--- src/rtl/board_ctrl.sv ---
// Tic-tac-toe style board controller: cursor movement, mark placement, and a
// multi-cycle line scan around the last placed cell to detect wins and draws.
module board_ctrl #(
  parameter int ROWS    = 3,
  parameter int COLS    = 3,
  parameter int WIN_LEN = 3,
  localparam int AW     = $clog2(ROWS * COLS)
) (
  input  logic          clk,
  input  logic          btnCpuReset,
  input  logic          btnC,
  input  logic          btnU,
  input  logic          btnD,
  input  logic          btnL,
  input  logic          btnR,
  input  logic [AW-1:0] vga_addr,
  output logic [1:0]    vga_data,
  output logic [AW-1:0] cursor_addr,
  output logic          turn,
  output logic [1:0]    gameover,
  output logic          busy,
  output logic [1:0]    dbg_state
);

  localparam int N  = ROWS * COLS;
  localparam int RW = $clog2(ROWS);
  localparam int CW = $clog2(COLS);
  localparam int KW = $clog2(WIN_LEN + 1);
  localparam int DW = $clog2(2 * WIN_LEN);
  localparam int MW = $clog2(N + 1);

  localparam logic [1:0] S_IDLE = 2'd0;
  localparam logic [1:0] S_SCAN = 2'd1;
  localparam logic [1:0] S_EVAL = 2'd2;
  localparam logic [1:0] S_OVER = 2'd3;

  logic [1:0]    state_q, state_d;
  logic [1:0]    cells_q [N];
  logic [1:0]    cells_d [N];
  logic [RW-1:0] row_q, row_d, piv_row_q, piv_row_d;
  logic [CW-1:0] col_q, col_d, piv_col_q, piv_col_d;
  logic          turn_q, turn_d;
  logic [1:0]    over_q, over_d;
  logic [MW-1:0] moves_q, moves_d;
  logic [1:0]    vga_q, vga_d;
  logic [1:0]    dir_q, dir_d;
  logic          side_q, side_d;
  logic [KW-1:0] k_q, k_d;
  logic          alive_q, alive_d;
  logic [DW-1:0] dcnt_q, dcnt_d;
  logic          win_q, win_d;

  logic [AW-1:0] cur_idx, scan_idx;
  logic [1:0]    code, scan_cell;
  logic [DW-1:0] cnt_next;
  logic          on_board, hit, last_k;
  int            dr, dc, tr, tc;

  assign cur_idx     = AW'(int'(row_q) * COLS + int'(col_q));
  assign code        = turn_q ? 2'b10 : 2'b01;
  assign cursor_addr = cur_idx;
  assign turn        = turn_q;
  assign gameover    = over_q;
  assign busy        = (state_q != S_IDLE);
  assign vga_data    = vga_q;
  assign dbg_state   = state_q;

  // Cell probed this SCAN cycle: pivot + k * direction, negated on the second side.
  always_comb begin
    dr = 0;
    dc = 1;
    case (dir_q)
      2'd0:    begin dr = 0;  dc = 1; end
      2'd1:    begin dr = 1;  dc = 0; end
      2'd2:    begin dr = 1;  dc = 1; end
      default: begin dr = -1; dc = 1; end
    endcase
    if (side_q) begin
      dr = -dr;
      dc = -dc;
    end
    tr        = int'(piv_row_q) + dr * int'(k_q);
    tc        = int'(piv_col_q) + dc * int'(k_q);
    on_board  = (tr >= 0) && (tr < ROWS) && (tc >= 0) && (tc < COLS);
    scan_idx  = AW'(tr * COLS + tc);
    scan_cell = on_board ? cells_q[scan_idx] : 2'b00;
    hit       = alive_q && on_board && (scan_cell == code);
    cnt_next  = dcnt_q + DW'(hit);
    last_k    = (k_q == KW'(WIN_LEN - 1));
  end

  always_comb begin
    state_d   = state_q;
    cells_d   = cells_q;
    row_d     = row_q;
    col_d     = col_q;
    piv_row_d = piv_row_q;
    piv_col_d = piv_col_q;
    turn_d    = turn_q;
    over_d    = over_q;
    moves_d   = moves_q;
    dir_d     = dir_q;
    side_d    = side_q;
    k_d       = k_q;
    alive_d   = alive_q;
    dcnt_d    = dcnt_q;
    win_d     = win_q;
    vga_d     = (int'(vga_addr) < N) ? cells_q[vga_addr] : 2'b00;

    case (state_q)
      S_IDLE: begin
        if (btnC) begin
          if (cells_q[cur_idx] == 2'b00) begin
            cells_d[cur_idx] = code;
            moves_d   = moves_q + MW'(1);
            piv_row_d = row_q;
            piv_col_d = col_q;
            dir_d     = 2'd0;
            side_d    = 1'b0;
            k_d       = KW'(1);
            alive_d   = 1'b1;
            dcnt_d    = '0;
            win_d     = 1'b0;
            state_d   = S_SCAN;
          end
        end else if (btnU) begin
          row_d = (row_q == '0) ? RW'(ROWS - 1) : row_q - RW'(1);
        end else if (btnD) begin
          row_d = (row_q == RW'(ROWS - 1)) ? '0 : row_q + RW'(1);
        end else if (btnL) begin
          col_d = (col_q == '0) ? CW'(COLS - 1) : col_q - CW'(1);
        end else if (btnR) begin
          col_d = (col_q == CW'(COLS - 1)) ? '0 : col_q + CW'(1);
        end
      end
      S_SCAN: begin
        if (last_k && side_q) begin
          if (int'(cnt_next) + 1 >= WIN_LEN) win_d = 1'b1;
          dcnt_d  = '0;
          alive_d = 1'b1;
          side_d  = 1'b0;
          k_d     = KW'(1);
          if (dir_q == 2'd3) state_d = S_EVAL;
          else               dir_d   = dir_q + 2'd1;
        end else if (last_k) begin
          side_d  = 1'b1;
          k_d     = KW'(1);
          alive_d = 1'b1;
          dcnt_d  = cnt_next;
        end else begin
          k_d     = k_q + KW'(1);
          alive_d = hit;
          dcnt_d  = cnt_next;
        end
      end
      S_EVAL: begin
        if (win_q) begin
          over_d  = code;
          state_d = S_OVER;
        end else if (moves_q == MW'(N)) begin
          over_d  = 2'b11;
          state_d = S_OVER;
        end else begin
          turn_d  = ~turn_q;
          state_d = S_IDLE;
        end
      end
      default: begin
        if (btnC) begin
          for (int i = 0; i < N; i++) cells_d[i] = 2'b00;
          moves_d = '0;
          over_d  = 2'b00;
          turn_d  = 1'b0;
          row_d   = '0;
          col_d   = '0;
          state_d = S_IDLE;
        end
      end
    endcase
  end

  always_ff @(posedge clk or negedge btnCpuReset) begin
    if (!btnCpuReset) begin
      state_q   <= S_IDLE;
      for (int i = 0; i < N; i++) cells_q[i] <= 2'b00;
      row_q     <= '0;
      col_q     <= '0;
      piv_row_q <= '0;
      piv_col_q <= '0;
      turn_q    <= 1'b0;
      over_q    <= 2'b00;
      moves_q   <= '0;
      vga_q     <= 2'b00;
      dir_q     <= 2'd0;
      side_q    <= 1'b0;
      k_q       <= KW'(1);
      alive_q   <= 1'b1;
      dcnt_q    <= '0;
      win_q     <= 1'b0;
    end else begin
      state_q   <= state_d;
      cells_q   <= cells_d;
      row_q     <= row_d;
      col_q     <= col_d;
      piv_row_q <= piv_row_d;
      piv_col_q <= piv_col_d;
      turn_q    <= turn_d;
      over_q    <= over_d;
      moves_q   <= moves_d;
      vga_q     <= vga_d;
      dir_q     <= dir_d;
      side_q    <= side_d;
      k_q       <= k_d;
      alive_q   <= alive_d;
      dcnt_q    <= dcnt_d;
      win_q     <= win_d;
    end
  end

endmodule

--- config.mk ---
export PLATFORM = sky130hd
export DESIGN_NAME = board_ctrl
export DESIGN_NICKNAME = d
export VERILOG_FILES = /design/src/rtl/board_ctrl.sv
export SDC_FILE = /design/constraint.sdc
export NUM_CORES = 1
export LEC_CHECK = 0
export CAP_MARGIN = 5
export CELL_PAD_IN_SITES_DETAIL_PLACEMENT = 1
export CELL_PAD_IN_SITES_GLOBAL_PLACEMENT = 1
export CORE_MARGIN = 5
export CORE_UTILIZATION = 52
export DETAILED_ROUTE_END_ITERATION = 8
export GPL_TIMING_DRIVEN = 0
export PLACE_DENSITY = 0.95
export SLEW_MARGIN = 30
export SYNTH_ARGS = -nofsm -noshare
export SYNTH_HDL_FRONTEND = slang
export SYNTH_SLANG_ARGS = --single-unit
export TNS_END_PERCENT = 5
--- constraint.sdc ---
create_clock -name clk -period 13.27 [get_ports clk]
set_input_delay 2.654 -clock clk [delete_from_list [all_inputs] [get_ports clk]]
set_output_delay 2.654 -clock clk [all_outputs]
set_load 0.01 [all_outputs]
==> results of run 1 <==
[Yosys cell counts, types with 9 or more instances]
master	instances	area share [%]
a211oi_1	12	1.4
a21o_1	14	1.6
a21oi_1	37	2.8
and2_1	11	1.0
clkbuf_1	25	1.4
dfrtp_1	45	17
fa_1	9	2.7
ha_1	95	18
inv_1	43	2.4
mux2_2	13	2.2
mux2i_1	29	4.4
nand2_1	73	4.2
nand2b_1	17	1.6
nand3_1	20	1.5
nand3b_1	9	1.0
nand4_1	11	1.0
nor2_1	52	3.0
nor2b_1	9	0.85
nor3_1	22	1.7
o211ai_1	10	1.1
o21ai_0	64	4.9
xnor2_1	12	1.6
xor2_1	10	1.3
[stage by stage]
step | power [µW] | std cells
6_report | 1990 | 1001
5_1_grt | 2140 | 1001
4_1_cts | 1960 | 1001
3_5_place_dp | 1770 | 993
3_3_place_gp | 1650 | 993
2_1_floorplan | 1340 | 800
[routing by layer]
layer / vias up / part of all wire [%] / global-route usage [%]
li1: 3013 / - / -
met5: - / 0 / 0
met1: 3290 / 41 / 36.8
met3: 77 / 3.7 / 3.09
met4: 0 / 4.3 / 12.7
met2: 206 / 51 / 54.7
[critical path: cells and delay by family, from the launching register on]
family / cells / cell delay [ps]
fa+ha+maj: 8 / 3300
simple gates: 8 / 1950
buf+inv: 6 / 1020
mux: 2 / 680
compound gates: 3 / 570
flops: 1 / 440
xor+xnor: 1 / 90
[cell families (layout without fill, tap and decap cells)]
| kind of cell | Yosys count | count (layout) | share of synthesized area [%] |
|---|---|---|---|
| buffers and inverters | 76 | 105 | 4.50 |
| DFF | 47 | 47 | 17.9 |
| muxes | 46 | 46 | 7.99 |
| adders and majority gates | 104 | 104 | 20.8 |
| AOI/OAI and AO/OA | 226 | 226 | 23.1 |
| and+or+nand+nor | 276 | 276 | 22.0 |
| xor gates and xnor gates | 25 | 25 | 3.76 |
[registers in the layout, indices dropped and copies added (netlist names)]
register	cells
alive_q	1
piv_row_q	2
col_q	2
dbg_state	2
cells_q	18
vga_data	2
side_q	1
piv_col_q	2
dcnt_q	3
row_q	2
turn	1
k_q	2
gameover	2
moves_q	4
dir_q	2
win_q	1
[power groups by stage]
| stage | combinational, µW | sequential [µW] | clock, µW |
|---|---|---|---|
| after floorplan | 1090 | 251 | 0 |
| after global placement | 1380 | 269 | 0 |
| after detailed placement | 1490 | 279 | 0 |
| after CTS | 1520 | 278 | 168 |
| after global routing | 1680 | 287 | 176 |
| final | 1540 | 281 | 167 |
[final cells by class]
type                    instances  area, µm²
flip-flops and latches         47       1180
fillers                      1525       5310
well taps                     172        215
plain buffers                  33        135
multi-input cells             677       5120
clock inverters                 3       67.6
inverters                      43        161
repair buffers                 21        208
clock buffers                   5        125
[worst max path at each step]
| stage | startpoint | endpoint | slack (ps) |
|---|---|---|---|
| after global routing | dir_q[0]$_DFFE_PN0P_ | dcnt_q[2]$_DFFE_PN0P_ | 4640 |
| final | dir_q[0]$_DFFE_PN0P_ | win_q$_DFFE_PN0P_ | 5080 |
| after CTS | dir_q[0]$_DFFE_PN0P_ | win_q$_DFFE_PN0P_ | 5120 |
| after floorplan | dir_q[0]$_DFFE_PN0P_ | win_q$_DFFE_PN0P_ | 6800 |
| after detailed placement | dir_q[0]$_DFFE_PN0P_ | win_q$_DFFE_PN0P_ | 5270 |
| after global placement | dir_q[0]$_DFFE_PN0P_ | win_q$_DFFE_PN0P_ | 5610 |
==> results.sh, run 1 <==
export IMPL_synthesis_nets=915
export IMPL_drc=0
export IMPL_swShare_pct=52.7
export IMPL_slew_violations=0
export IMPL_die_w_um=123
export IMPL_r2r_cells=28
export IMPL_hold_start="dcnt_q[0]$_DFFE_PN0P_"
export IMPL_portBuffers=21
export IMPL_clk_pin_slew_ps=70
export IMPL_seq_area_frac_synth_pct=17.9
export IMPL_core_um2=12500
export IMPL_tightest_slew_ps=815
export IMPL_synthCells=800
export IMPL_final_nets=943
export IMPL_start_kind="register"
export IMPL_critPathRequiredTime_ps=13440
export IMPL_cts_tree="built"
export IMPL_rrSetupSlack_ps=5080
export IMPL_synthDistinctLibCells=82
export IMPL_power_switching_uw=1050
export IMPL_power_density_nw_per_um2=275
export IMPL_final_cell_area_um2=7210
export IMPL_rsz0062_at_grt="no"
export IMPL_track_usage_pct=30.3
export IMPL_run_status="completed"
export IMPL_setup_slack_ps=5080
export IMPL_leakagePower_uw=0.00332
export IMPL_ys_flop_type="dfrtp_1"
export IMPL_clk_path_buf_depth=2
export IMPL_ys_seq_elements=47
export IMPL_wl_per_cell_um=22.3
export IMPL_worstSetupPathType="reg2reg"
export IMPL_route_vias_total=6586
export IMPL_ios=23
export IMPL_grt_first_pass_wirelength_um=36200
export IMPL_drv_cap=0
export IMPL_min_to="dcnt_q[0]$_DFFE_PN0P_"
export IMPL_insertion_delay_ps=290
export IMPL_intPower_uw=940
export IMPL_syn_area_um2=6590
export IMPL_grt_overflow_total=0
export IMPL_rows=41
export IMPL_dp_hpwl_um=17700
export IMPL_crit_slowest_cell="fa_1"
export IMPL_diodes=0
export IMPL_critPathMaxFanout=10
export IMPL_final_common_cell="ha_1"
export IMPL_p_comb_share_pct=77.5
export IMPL_dr_pass1_iters=4
export IMPL_reg2reg_to="win_q$_DFFE_PN0P_"
export IMPL_clockPowerShare_pct=8.4
export IMPL_vias_per_cell=6.58
export IMPL_syn_mean_instance_area_um2=8.24
export IMPL_seqPwrFrac_pct=14.1
export IMPL_worstHoldPathType="reg2reg"
export IMPL_wirelength_um=22300
export IMPL_ys_warn_count=0
export IMPL_area_growth_pct=9.34
export IMPL_worstPathArrival_ps=8370
export IMPL_cts_hold_buf=0
export IMPL_timing_hold_violations_final=0
export IMPL_cts_sinks=47
export IMPL_fin_hold_ws_ps=501
export IMPL_final_cell_mix="95 x ha_1, 73 x nand2_1, 64 x o21ai_0"
export IMPL_cp_end_kind="register"
export IMPL_hold_depth=2
export IMPL_finClkSkew_ps=8.30
export IMPL_max_slew_margin_pct=45.1
export IMPL_cts_buffers_inserted=5
export IMPL_tns_ps=0
export IMPL_peakVddDrop_v=0.000257
export IMPL_cts_resized=0
export IMPL_antenna_found_initial=0
export IMPL_utilization_pct=57.6
export IMPL_htree_levels=2
export IMPL_finalCriticalPeriod_ps=8190
export IMPL_ys_async_sr_fraction_pct=100
export IMPL_post_cts_buffers=0
export IMPL_synth_edff_count=0
export IMPL_die_h_um=123
export IMPL_dp_slack_ps=5270
export IMPL_finalSetupViolations=0
export IMPL_finalCritPeriodShare_pct=61.8
export IMPL_cts_root_buf="clkbuf_16"
export IMPL_drt_initial_drc_count=312
export IMPL_slowest_delay_ps=620
export IMPL_fmax_ghz=0.122
export IMPL_layout_drive_gt1_share_pct=6.27
export IMPL_first_global_vias=7016
export IMPL_dieArea_um2=15000
export IMPL_crit_top_cell="inv_1"
export IMPL_timing_rr_start="dir_q[0]$_DFFE_PN0P_"
export IMPL_placed_area_um2=7020
export IMPL_ant_nets=0
export IMPL_gp_congestion=1.01
export IMPL_initial_utilization_pct=52.7
export IMPL_grt_max_degree=48
No activity file was read; power rests on OpenSTA's default activity.
==> run 2, diff against run 1 <==
--- a/config.mk
+++ b/config.mk
@@ -9,10 +9,10 @@
 export CELL_PAD_IN_SITES_DETAIL_PLACEMENT = 1
 export CELL_PAD_IN_SITES_GLOBAL_PLACEMENT = 1
 export CORE_MARGIN = 5
-export CORE_UTILIZATION = 52
+export CORE_UTILIZATION = 49
 export DETAILED_ROUTE_END_ITERATION = 8
 export GPL_TIMING_DRIVEN = 0
-export PLACE_DENSITY = 0.95
+export PLACE_DENSITY = 0.92
 export SLEW_MARGIN = 30
 export SYNTH_ARGS = -nofsm -noshare
 export SYNTH_HDL_FRONTEND = slang
==> constraint.sdc (replaced) <==
create_clock -name clk -period 8.05 [get_ports clk]
set_input_delay 1.61 -clock clk [delete_from_list [all_inputs] [get_ports clk]]
set_output_delay 1.61 -clock clk [all_outputs]
set_load 0.01 [all_outputs]
==> run 2 against run 1 <==
Count of clock-buffer cells in the layout rose by 1. Sequential cell count did not move. Sequential power rose by 66%. First-iteration DRC count rose by 12%. Setup slack got worse by 4700 ps. Utilization fell by 3.3 points. Critical path depth fell by 1. Register-to-register slack got worse by 4700 ps. Global-route usage fell by 2.8 points. Clock power rose by 49%. Maximum frequency rose by 6.4%. Clock skew fell by 1.5 ps. Critical path type unchanged.
==> results.sh, run 2 (synthesized netlist as in run 1, its figures left out) <==
export IMPL_antenna_found_initial=0
export IMPL_grt_first_pass_wirelength_um=36300
export IMPL_tightest_slew_ps=757
export IMPL_placed_area_um2=7020
export IMPL_total_power_uw=3200
export IMPL_dp_hpwl_um=17400
export IMPL_power_density_nw_per_um2=445
export IMPL_drc=0
export IMPL_initial_utilization_pct=49.8
export IMPL_drv_cap=0
export IMPL_critPathMaxFanout=10
export IMPL_layout_drive_gt1_share_pct=6.40
export IMPL_max_slew_margin_pct=49.0
export IMPL_largest_reg_flops=18
export IMPL_cts_buffers_inserted=5
export IMPL_cp_end_kind="register"
export IMPL_worstSetupPathType="reg2reg"
export IMPL_cts_root_buf="clkbuf_16"
export IMPL_dieArea_um2=15900
export IMPL_cts_hold_buf=0
export IMPL_finalSetupViolations=0
export IMPL_utilization_pct=54.3
export IMPL_hold_depth=2
export IMPL_finClkSkew_ps=6.79
export IMPL_stdcell_count=1004
export IMPL_clk_path_buf_depth=2
export IMPL_timing_hold_violations_final=0
export IMPL_die_h_um=126
export IMPL_clk_pin_slew_ps=70
export IMPL_drt_initial_drc_count=350
export IMPL_slowest_delay_ps=860
export IMPL_grt_max_degree=48
export IMPL_track_usage_pct=27.5
export IMPL_route_vias_total=6531
export IMPL_critPathRequiredTime_ps=8280
export IMPL_portBuffers=21
export IMPL_hold_start="dcnt_q[1]$_DFFE_PN0P_"
export IMPL_rows=42
export IMPL_rsz0062_at_grt="no"
export IMPL_final_common_cell="ha_1"
export IMPL_r2r_cells=27
export IMPL_die_w_um=126
export IMPL_wirelength_um=22100
export IMPL_ios=23
export IMPL_rrSetupSlack_ps=350
export IMPL_crit_slowest_cell="fa_1"
export IMPL_first_global_vias=7090
export IMPL_worstHoldPathType="reg2reg"
export IMPL_run_status="completed"
export IMPL_vias_per_cell=6.50
export IMPL_ant_nets=0
export IMPL_grt_overflow_total=0
export IMPL_cts_tree="built"
export IMPL_leakagePower_uw=0.00332
export IMPL_diodes=0
export IMPL_htree_levels=2
export IMPL_crit_top_cell="inv_1"
export IMPL_timing_rr_start="dir_q[0]$_DFFE_PN0P_"
export IMPL_final_cell_area_um2=7190
export IMPL_wl_per_cell_um=22.0
export IMPL_finalCriticalPeriod_ps=7700
export IMPL_insertion_delay_ps=290
export IMPL_reg2reg_to="win_q$_DFFE_PN0P_"
export IMPL_finalCritPeriodShare_pct=95.7
export IMPL_area_growth_pct=9.09
export IMPL_tns_ps=0
export IMPL_gp_congestion=0.980
export IMPL_fmax_ghz=0.130
export IMPL_reg_top3="cells_q: 18 flops, moves_q: 4 flops, dcnt_q: 3 flops"
export IMPL_slew_violations=0
export IMPL_worstPathArrival_ps=7940
export IMPL_start_kind="register"
export IMPL_dr_pass1_iters=5
export IMPL_final_nets=942
export IMPL_peakVddDrop_v=0.000292
export IMPL_placed_cells=997
export IMPL_nFillCells=1652
export IMPL_min_to="dcnt_q[1]$_DFFE_PN0P_"
export IMPL_final_cell_mix="95 x ha_1, 73 x nand2_1, 64 x o21ai_0"
export IMPL_core_um2=13200
export IMPL_largest_register="cells_q"
export IMPL_cts_sinks=47
==> run 2: cell types whose count changed in the layout (fill, tap and decap cells not counted), sizes merged <==
cell	before	now
bufinv	2	1
clkinvlp	1	0
clkinv	0	1
==> run 2: how the worst max path moves through the flow <==
stage | start | endpoint | slack (ps) | depth (start not counted)
global route | dir_q[0]$_DFFE_PN0P_ | win_q$_DFFE_PN0P_ | 4 | 27
floorplan | dir_q[0]$_DFFE_PN0P_ | win_q$_DFFE_PN0P_ | 1580 | 28
global placement | dir_q[0]$_DFFE_PN0P_ | win_q$_DFFE_PN0P_ | 400 | 28
finish | dir_q[0]$_DFFE_PN0P_ | win_q$_DFFE_PN0P_ | 350 | 27
CTS | dir_q[0]$_DFFE_PN0P_ | win_q$_DFFE_PN0P_ | 180 | 28
detailed placement | dir_q[0]$_DFFE_PN0P_ | win_q$_DFFE_PN0P_ | 20 | 28
==> run 2: power breakdown <==
| part | switching, µW | total, µW | internal (µW) |
|---|---|---|---|
| registers | 133 | 466 | 333 |
| logic | 1450 | 2490 | 1040 |
| clock network | 93.2 | 248 | 155 |
==> run 2: per-stage QoR <==
step                hold WS, ps  setup slack, ps
floorplan                   456             1580
global placement            471              395
detailed placement          499             22.5
CTS                         514              175
global route                552             4.38
finish                      504              349
==> run 2: cell type report <==
type	instances	area (µm²)	share of cell area, %
plain buffers	32	131	1.83
clock buffers	6	139	1.93
clock inverters	2	35.0	0.487
inverters	43	161	2.24
multi-input cells	677	5120	71.2
flip-flops and latches	47	1180	16.4
well taps	176	220	3.06
repair buffers	21	208	2.89
==> run 2: worst max-delay path, delay by kind of cell (launching register included) <==
family | cells | cell delay [ps]
XOR/XNOR | 1 | 170
multiplexers | 2 | 630
flip-flops | 1 | 440
buffers and inverters | 5 | 530
AO/OA/AOI/OAI | 3 | 580
adder cells (fa/ha/maj) | 8 | 3520
AND/OR/NAND/NOR | 8 | 1770
==> run 2: metal layers <==
layer  GRT usage [%]  share of wire [%]  vias up
met5               0                  0        -
met2            50.6                 51      189
met1            32.5                 41     3260
li1                -                  -     3020
met4            9.72                3.4        0
met3            3.98                4.4       62
==> run 2: timing repair <==
item / CTS / global route
buffers inserted: 0 / 0
endpoints found under the hold margin: 0 / 0
gates resized for setup: 1 / 0
endpoints found under the setup margin: 1 / 2
==> run 3, diff against run 2 <==
--- a/config.mk
+++ b/config.mk
@@ -10,8 +10,10 @@
 export CELL_PAD_IN_SITES_GLOBAL_PLACEMENT = 1
 export CORE_MARGIN = 5
 export CORE_UTILIZATION = 49
+export CTS_BUF_LIST = sky130_fd_sc_hd__clkbuf_4 sky130_fd_sc_hd__clkbuf_8 sky130_fd_sc_hd__clkbuf_16
 export DETAILED_ROUTE_END_ITERATION = 8
 export GPL_TIMING_DRIVEN = 0
+export MAX_ROUTING_LAYER = met4
 export PLACE_DENSITY = 0.92
 export SLEW_MARGIN = 30
 export SYNTH_ARGS = -nofsm -noshare
==> run 3 against run 2 <==
Die area stayed put. Critical endpoint unchanged. Power grew 0.49%. Critical path depth unchanged. Routed wire length is 0.44% higher. Via count is 0.24% higher. Setup slack better by 110 ps. Critical path type unchanged. Cell area about the same. Utilization hardly changed. Worst hold slack worse by 11 ps. Count of clock-buffer cells in the layout down 1.
==> results.sh, run 3 (synthesized netlist as in run 1, its figures left out) <==
export IMPL_portBuffers=21
export IMPL_largest_register="cells_q"
export IMPL_setup_slack_ps=461
export IMPL_final_nets=942
export IMPL_layout_drive_gt1_share_pct=6.52
export IMPL_grt_first_pass_wirelength_um=36500
export IMPL_die_h_um=126
export IMPL_dp_slack_ps=-28.9
export IMPL_peakVddDrop_v=0.000333
export IMPL_drc=0
export IMPL_cts_root_buf="clkbuf_16"
export IMPL_worstPathArrival_ps=7770
export IMPL_first_global_vias=7060
export IMPL_reg_top3="cells_q: 18 flops, moves_q: 4 flops, dcnt_q: 3 flops"
export IMPL_area_growth_pct=9.07
export IMPL_finalCriticalPeriod_ps=7590
export IMPL_crit_slowest_cell="fa_2"
export IMPL_critPathMaxFanout=10
export IMPL_start_kind="register"
export IMPL_wirelength_um=22200
export IMPL_htree_levels=2
export IMPL_core_um2=13200
export IMPL_vias_per_cell=6.52
export IMPL_diodes=0
export IMPL_multi_input_area_um2=5120
export IMPL_fmax_ghz=0.132
export IMPL_initial_utilization_pct=49.8
export IMPL_slew_violations=0
export IMPL_worstHoldPathType="reg2reg"
export IMPL_crit_top_cell="ha_1"
export IMPL_final_cell_mix="95 x ha_1, 73 x nand2_1, 64 x o21ai_0"
export IMPL_grt_overflow_total=0
export IMPL_leakagePower_uw=0.00332
export IMPL_max_slew_margin_pct=44.7
export IMPL_track_usage_pct=28.7
export IMPL_largest_reg_flops=18
export IMPL_dieArea_um2=15900
export IMPL_rows=42
export IMPL_antenna_found_initial=0
export IMPL_regArea_um2=1180
export IMPL_drv_cap=0
export IMPL_finClkSkew_ps=8.84
export IMPL_dr_pass1_iters=5
export IMPL_cp_end_kind="register"
export IMPL_ant_nets=0
export IMPL_drt_initial_drc_count=363
export IMPL_rsz0062_at_grt="no"
export IMPL_ios=23
export IMPL_insertion_delay_ps=300
export IMPL_placed_area_um2=7020
export IMPL_wl_per_cell_um=22.1
export IMPL_run_status="completed"
export IMPL_dp_hpwl_um=17600
export IMPL_tightest_slew_ps=821
export IMPL_final_cell_area_um2=7190
export IMPL_final_common_cell="ha_1"
export IMPL_finalCritPeriodShare_pct=94.3
export IMPL_cts_tree="built"
export IMPL_power_density_nw_per_um2=448
export IMPL_worstSetupPathType="reg2reg"
export IMPL_timing_hold_violations_final=0
export IMPL_cts_buffers_inserted=5
export IMPL_critPathRequiredTime_ps=8230
export IMPL_route_vias_total=6547
export IMPL_slowest_delay_ps=760
export IMPL_nFillCells=1611
export IMPL_grt_max_degree=48
export IMPL_clk_pin_slew_ps=60
export IMPL_cts_resized=1
export IMPL_finalSetupViolations=0
export IMPL_gp_congestion=0.999
export IMPL_clk_path_buf_depth=2
export IMPL_cts_sinks=47
export IMPL_cts_hold_buf=0
export IMPL_post_cts_buffers=0
export IMPL_die_w_um=126
## run 3: changes by cell type in the layout (fill, tap and decap cells not counted)
| cell | change |
|---|---|
| clkbuf_8 | -1 |
| and2_2 | -1 |
| and2_4 | +1 |
| fa_2 | +1 |
| clkinv_4 | +1 |
| fa_1 | -1 |
## run 3: layout make-up
cell class              count  share of cell area, %
multi-input cells         677                   71.2
well taps                 176                   3.06
repair buffers             21                   2.89
inverters                  43                   2.24
plain buffers              32                   1.83
flip-flops and latches     47                   16.4
clock inverters             3                  0.609
clock buffers               5                   1.74
## run 3: worst paths after layout
check / to / slack, ps / start / depth (start not counted)
setup / recovery: win_q$_DFFE_PN0P_ / 460 / dir_q[0]$_DFFE_PN0P_ / 27
max in group asynchronous: dcnt_q[1]$_DFFE_PN0P_ / 6290 / btnCpuReset / 1
min in group asynchronous: cells_q[17]$_DFFE_PN0P_ / 1320 / btnCpuReset / 1
setup reg to reg: win_q$_DFFE_PN0P_ / 460 / dir_q[0]$_DFFE_PN0P_ / 27
hold reg to reg: dcnt_q[1]$_DFFE_PN0P_ / 490 / dcnt_q[1]$_DFFE_PN0P_ / 2
hold / removal: dcnt_q[1]$_DFFE_PN0P_ / 490 / dcnt_q[1]$_DFFE_PN0P_ / 2
## run 3: metrics by stage
stage	std cells	utilization, %	total power, µW	hold slack, ps	setup TNS [ps]
2_1_floorplan	800	-	2210	456	0
3_3_place_gp	997	53.0	2710	472	0
3_5_place_dp	997	53.0	2890	481	-28.9
4_1_cts	1005	54.3	3170	495	0
5_1_grt	1004	54.3	3490	517	0
6_report	1004	54.3	3220	493	0
## run 3: worst max-delay path, delay by kind of cell, from the launching register on
| family | cells | cell delay (ps) |
|---|---|---|
| adder cells (fa/ha/maj) | 9 | 3710 |
| AND/OR/NAND/NOR | 8 | 1590 |
| multiplexers | 2 | 750 |
| AO/OA/AOI/OAI | 3 | 590 |
| flip-flops | 1 | 440 |
| buffers and inverters | 4 | 310 |
| XOR/XNOR | 1 | 90 |
## run 3: per-layer routing
metal	wire, µm	GRT usage, %	vias up
li1	-	-	3013
met2	11300	50.8	179
met3	915	2.50	59
met1	9220	34.0	3296
met4	766	10.5	0
met5	0	-	-
## run 3: power breakdown
group | leakage [µW] | internal (µW) | total (µW) | switching [µW]
Clock | 0.0000838 | 147 | 244 | 97.5
Combinational | 0.00267 | 1060 | 2510 | 1460
Sequential | 0.000562 | 333 | 461 | 129
Total | 0.00332 | 1540 | 3220 | 1680
